[config.mk]
export PLATFORM = sky130hd
export DESIGN_NAME = instr_loader
export DESIGN_NICKNAME = d
export VERILOG_FILES = /design/src/rtl/loader_pkg.sv /design/src/rtl/byte_assembler.sv /design/src/rtl/instr_loader.sv
export SDC_FILE = /design/constraint.sdc
export NUM_CORES = 1
export LEC_CHECK = 0
export CAP_MARGIN = 25
export CORE_UTILIZATION = 45
export DETAILED_ROUTE_END_ITERATION = 10
export PLACE_DENSITY = 0.8
export SYNTH_ARGS = -nofsm -noshare
export SYNTH_HDL_FRONTEND = slang
export SYNTH_SLANG_ARGS = --single-unit
[constraint.sdc]
create_clock -name clk -period 2.5 [get_ports clk]
set_clock_uncertainty 0.05 [all_clocks]
set_input_delay 0.625 -clock clk [delete_from_list [all_inputs] [get_ports clk]]
set_output_delay 0.625 -clock clk [all_outputs]
set_load 0.005 [all_outputs]
[src/rtl/loader_pkg.sv]
// rtl/loader_pkg.sv - shared state encodings and stream framing constants for the program loader.
package loader_pkg;

  typedef logic [2:0] state_t;

  localparam state_t ST_IDLE   = 3'd0;
  localparam state_t ST_LEN_LO = 3'd1;
  localparam state_t ST_LEN_HI = 3'd2;
  localparam state_t ST_DATA   = 3'd3;
  localparam state_t ST_CHK    = 3'd4;
  localparam state_t ST_DONE   = 3'd5;
  localparam state_t ST_ERROR  = 3'd6;

  localparam int LEN_BYTES      = 2;
  localparam int BYTES_PER_WORD = 4;
  localparam int CHK_W          = 8;

endpackage

[src/rtl/byte_assembler.sv]
// rtl/byte_assembler.sv - packs accepted stream bytes into little-endian 32-bit words.
// word_ready pulses in the cycle after the last byte of a word, with word holding the result.
module byte_assembler
  import loader_pkg::*;
(
  input  logic        clk,
  input  logic        rst,
  input  logic        clear,
  input  logic        byte_en,
  input  logic [7:0]  byte_data,
  output logic        word_ready,
  output logic [31:0] word,
  output logic        byte_last
);

  logic [1:0]  cnt;
  logic [23:0] partial;

  assign byte_last = (cnt == 2'(BYTES_PER_WORD - 1));

  // partial shifts right so the first byte of a word ends up in bits [7:0]
  always_ff @(posedge clk or negedge rst) begin
    if (!rst) begin
      cnt        <= 2'd0;
      partial    <= 24'd0;
      word       <= 32'd0;
      word_ready <= 1'b0;
    end else if (clear) begin
      cnt        <= 2'd0;
      partial    <= 24'd0;
      word       <= 32'd0;
      word_ready <= 1'b0;
    end else begin
      word_ready <= byte_en && byte_last;
      if (byte_en) begin
        cnt <= cnt + 2'd1;
        if (byte_last) begin
          word <= {byte_data, partial};
        end else begin
          partial <= {byte_data, partial[23:8]};
        end
      end
    end
  end

endmodule

[src/rtl/instr_loader.sv]
// rtl/instr_loader.sv - streams a length-prefixed program into instruction memory, holding the CPU in reset.
// Optional trailing XOR checksum byte enabled by LOADER_CHECKSUM_EN.
module instr_loader
  import loader_pkg::*;
#(
  parameter int AW        = 10,
  parameter int MAX_WORDS = 1024
) (
  input  logic          clk,
  input  logic          rst,
  input  logic          start,
  input  logic          byte_valid,
  input  logic [7:0]    byte_data,
  output logic          byte_ready,
  output logic          imem_we,
  output logic [AW-1:0] imem_adr,
  output logic [31:0]   imem_wdata,
  output logic          cpu_reset,
  output logic          done,
  output logic          error,
  output logic [AW:0]   word_count
);

`ifdef LOADER_CHECKSUM_EN
  localparam state_t ST_END = ST_CHK;
`else
  localparam state_t ST_END = ST_DONE;
`endif

  state_t                   state;
  logic                     xfer;
  logic                     session_start;
  logic                     byte_last;
  logic                     word_ready;
  logic [CHK_W-1:0]         len_lo;
  logic [8*LEN_BYTES-1:0]   n_field;
  logic [AW:0]              len_last;

  assign byte_ready = (state == ST_LEN_LO) || (state == ST_LEN_HI) ||
                      (state == ST_DATA)   || (state == ST_CHK);
  assign xfer          = byte_valid && byte_ready;
  assign session_start = start && ((state == ST_IDLE) || (state == ST_DONE) || (state == ST_ERROR));
  assign n_field       = {byte_data, len_lo};

  assign done      = (state == ST_DONE);
  assign error     = (state == ST_ERROR);
  assign cpu_reset = (state != ST_DONE);
  assign imem_we   = word_ready;

  byte_assembler u_asm (
    .clk        (clk),
    .rst        (rst),
    .clear      (session_start),
    .byte_en    (xfer && (state == ST_DATA)),
    .byte_data  (byte_data),
    .word_ready (word_ready),
    .word       (imem_wdata),
    .byte_last  (byte_last)
  );

`ifdef LOADER_CHECKSUM_EN
  logic [CHK_W-1:0] csum;

  always_ff @(posedge clk or negedge rst) begin
    if (!rst) begin
      csum <= '0;
    end else if (session_start) begin
      csum <= '0;
    end else if (xfer && (state != ST_CHK)) begin
      csum <= csum ^ byte_data;
    end
  end
`endif

  always_ff @(posedge clk or negedge rst) begin
    if (!rst) begin
      state      <= ST_IDLE;
      imem_adr   <= '0;
      word_count <= '0;
      len_lo     <= '0;
      len_last   <= '0;
    end else begin
      if (word_ready) begin
        imem_adr   <= imem_adr + AW'(1);
        word_count <= word_count + (AW+1)'(1);
      end
      case (state)
        ST_IDLE, ST_DONE, ST_ERROR: begin
          if (start) begin
            state      <= ST_LEN_LO;
            imem_adr   <= '0;
            word_count <= '0;
          end
        end
        ST_LEN_LO: begin
          if (xfer) begin
            len_lo <= byte_data;
            state  <= ST_LEN_HI;
          end
        end
        ST_LEN_HI: begin
          if (xfer) begin
            len_last <= (AW+1)'(32'(n_field) - 32'd1);
            if (32'(n_field) > MAX_WORDS) begin
              state <= ST_ERROR;
            end else if (n_field == '0) begin
              state <= ST_END;
            end else begin
              state <= ST_DATA;
            end
          end
        end
        ST_DATA: begin
          // the previous word's write has always retired before the next word completes
          if (xfer && byte_last && (word_count == len_last)) begin
            state <= ST_END;
          end
        end
`ifdef LOADER_CHECKSUM_EN
        ST_CHK: begin
          if (xfer) begin
            state <= (byte_data == csum) ? ST_DONE : ST_ERROR;
          end
        end
`endif
        default: state <= ST_IDLE;
      endcase
    end
  end

endmodule

==> flow_summary.json, run 1 <==
{
  "cts_tree": "yes",
  "seqPwrFrac_pct": 48.6,
  "finalWorstPathRequiredPeriod_ns": 2.35,
  "yosysSeqAreaShare_pct": 55.1,
  "cts_buffers": 9,
  "grt_pass1_vias": 3558,
  "yosysWarnings": 0,
  "crit_path_end_kind": "output port",
  "diodes": 0,
  "num_io_pins": 70,
  "p_total_mw": 4.78,
  "syn_area_mm2": 0.00463,
  "synth-edff-count": 0,
  "initial_core_util_pct": 46.9,
  "cts_max_level": 3,
  "min_period_over_period_pct": 94.2,
  "die_area_mm2": 0.0107,
  "cp_max_fo": 14,
  "hp-class": "primary input to asynchronous set/reset pin",
  "postSynthAreaPerCell_um2": 9.41,
  "cts-root-buf": "clkbuf_8",
  "grt-ovfl-total": 0,
  "fin_area_mm2": 0.00575,
  "p_leak_nw": 2.55,
  "critPathKind": "flip-flop to output port",
  "p_int_mw": 3.06,
  "synthCells": 492,
  "synth-async-reset-ratio_pct": 100,
  "wl_per_cell_um": 14.8,
  "drive_gt1_share_pct": 9.44,
  "wl_um": 10400,
  "detail-route-antenna-nets": 0,
  "fin_hold_ws_ns": 0.253,
  "slew_violations": 0,
  "insertion_delay_ns": 0.36,
  "required_ns": 1.82,
  "synthTopCellsByArea": "dfrtp_1, nand2_1, xor2_1",
  "hold_viol": 0,
  "ys_ff_latch": 102,
  "crit_path_start_kind": "flip-flop",
  "netSwitchingFraction_pct": 35.9,
  "clkSinkCount": 102,
  "p_per_area_mw_per_mm2": 831,
  "max_freq_mhz": 425,
  "cts_max_path_buffers": 2,
  "final_nets": 584,
  "synthToLayoutAreaGrowth_pct": 24.2,
  "placed_cells": 686,
  "row_count": 36,
  "cap_violations": 0,
  "vias": 3715,
  "fillers": 835,
  "max-vdd-ir-drop_mv": 0.446,
  "synth_common_cells": "nand2_1, dfrtp_1, nor2_1",
  "dp_hpwl_um": 7340,
  "placed_area_mm2": 0.00551,
  "p_sw_mw": 1.71,
  "status": "completed",
  "fp.dieW_um": 103,
  "rsz0062_at_grt": "yes",
  "synth_largest_area_cell": "dfrtp_1",
  "grt_max_degree": 57,
  "cts.reportedPaths.clkPinSlew_ns": 0.10,
  "vias_per_cell": 5.27,
  "syn_nets": 509,
  "synth_top_area_share_pct": 55.1,
  "arrival_ns": 1.68,
  "max_slew_margin_pct": 30.8,
  "antenna_found_initial": 0,
  "ys.flop_type": "dfrtp_1",
  "drc_errors": 0,
  "yosysMostFrequentCell": "nand2_1",
  "coreArea_mm2": 0.00986,
  "grt_first_pass_wirelength_um": 17200,
  "ys_types": 41,
  "power.clock.fraction_pct": 22.4,
  "combPwrFrac_pct": 29.0,
  "worst_slew_pin_slew_ns": 1.04,
  "drt_iter0_markers": 222,
  "portBuffers": 69,
  "grt_usage_pct": 21.3,
  "drt_first_pass_iters": 4,
  "final_core_util_pct": 58.3,
  "setup_violations": 0,
  "gp_congestion": 0.836,
  "die_h_um": 103,
  "finalNonFillerCells": 705
}
-- repair_timing --
action | 4_1_cts | 5_1_grt
buffers inserted | 0 | 2
hold buffers | 0 | 0
pin swaps | 0 | 0
endpoints found under the setup margin | 1 | 3
cloned | 0 | 1
gates resized for setup | 1 | 1
-- kinds of logic after synthesis --
group | share of synthesized area, %
xor gates and xnor gates | 7.57
AOI/OAI and AO/OA | 9.65
buffers and inverters | 3.41
adders and majority gates | 1.57
muxes | 2.35
DFF | 55.1
and+or+nand+nor | 20.3
-- critical path: stages, from the launching register on --
cell and delay [ns]:
dfrtp_1 0.52, nor3_1 0.29, nor2_1 0.07, clkdlybuf4s50_1 0.44
-- worst paths after layout --
path,depth (start not counted),startpoint,end,slack [ns]
max in group asynchronous,2,rst,imem_adr[6],1.51
min in group clk,2,u_asm.partial[0],u_asm.partial[0],0.45
worst min-delay path,1,rst,u_asm.word[24],0.25
worst max register to register,6,state[0],u_asm.partial[17],0.28
worst min register to register,2,u_asm.partial[0],u_asm.partial[0],0.45
worst max-delay path,3,state[2],byte_ready,0.15
-- area by class of cell --
type	count	area [um^2]	area share, %
sequential	102	2550	44.4
multi-input combinational	358	1940	33.7
clock inverter	5	56.3	0.980
tap	133	166	2.90
timing repair buffer	90	858	14.9
inverter	6	22.5	0.392
clock buffer	11	151	2.63
-- power by group through the flow --
stage	sequential, mW	clock [mW]	combinational [mW]
after floorplan	2.22	0	1.06
after CTS	2.32	1.09	1.34
after global routing	2.37	1.16	1.58
after global placement	2.33	0	1.26
final	2.32	1.07	1.38
after detailed placement	2.36	0	1.33
-- stage by stage --
stage                TNS, ns  worst slack [ns]
floorplan                  0             0.683
global placement       -1.63           -0.0900
detailed placement     -3.06            -0.177
CTS                        0            0.0671
global route        -0.00516          -0.00516
finish                     0             0.146
-- metal layers --
| layer | part of all wire [%] | wire length, um | vias to the layer above | track usage (%) |
|---|---|---|---|---|
| li1 | - | - | 1775 | - |
| met1 | 46 | 4770 | 1829 | 30.0 |
| met2 | 48 | 5030 | 93 | 33.0 |
| met3 | 4.2 | 441 | 18 | 3.16 |
| met4 | 1.9 | 199 | 0 | 9.32 |
| met5 | 0 | 0 | - | 0 |
-- state kept, by name (all words and copies together) (netlist names) --
signal            cells
u_asm.word           32
u_asm.partial        24
len_last             11
word_count           11
imem_adr             10
len_lo                8
state                 3
u_asm.cnt             2
u_asm.word_ready      1
-- layout by cell type, fill, tap and decap left out, drive strengths merged, types with 2 or more instances in the layout --
master	count
a21o	2
a21oi	28
and2	2
and3	2
buf	22
clkbuf	11
clkdlybuf4s50	68
clkinv	2
dfrtp	102
ha	5
inv	7
mux2	7
mux2i	3
nand2	140
nand3	13
nand4	5
nor2	37
nor2b	2
nor3	5
nor4	5
nor4b	2
o21ai	46
xnor2	12
xor2	28
(Power assumes the default switching activity.)
==> run 2: changes to the inputs <==
--- a/config.mk
+++ b/config.mk
@@ -5,6 +5,7 @@
 export SDC_FILE = /design/constraint.sdc
 export NUM_CORES = 1
 export LEC_CHECK = 0
+export ABC_CLOCK_PERIOD_IN_PS = 2500
 export CAP_MARGIN = 25
 export CORE_UTILIZATION = 45
 export DETAILED_ROUTE_END_ITERATION = 10
==> results of run 2 <==
Same layout as run 1: the final DEF is identical, and so are final timing and power.
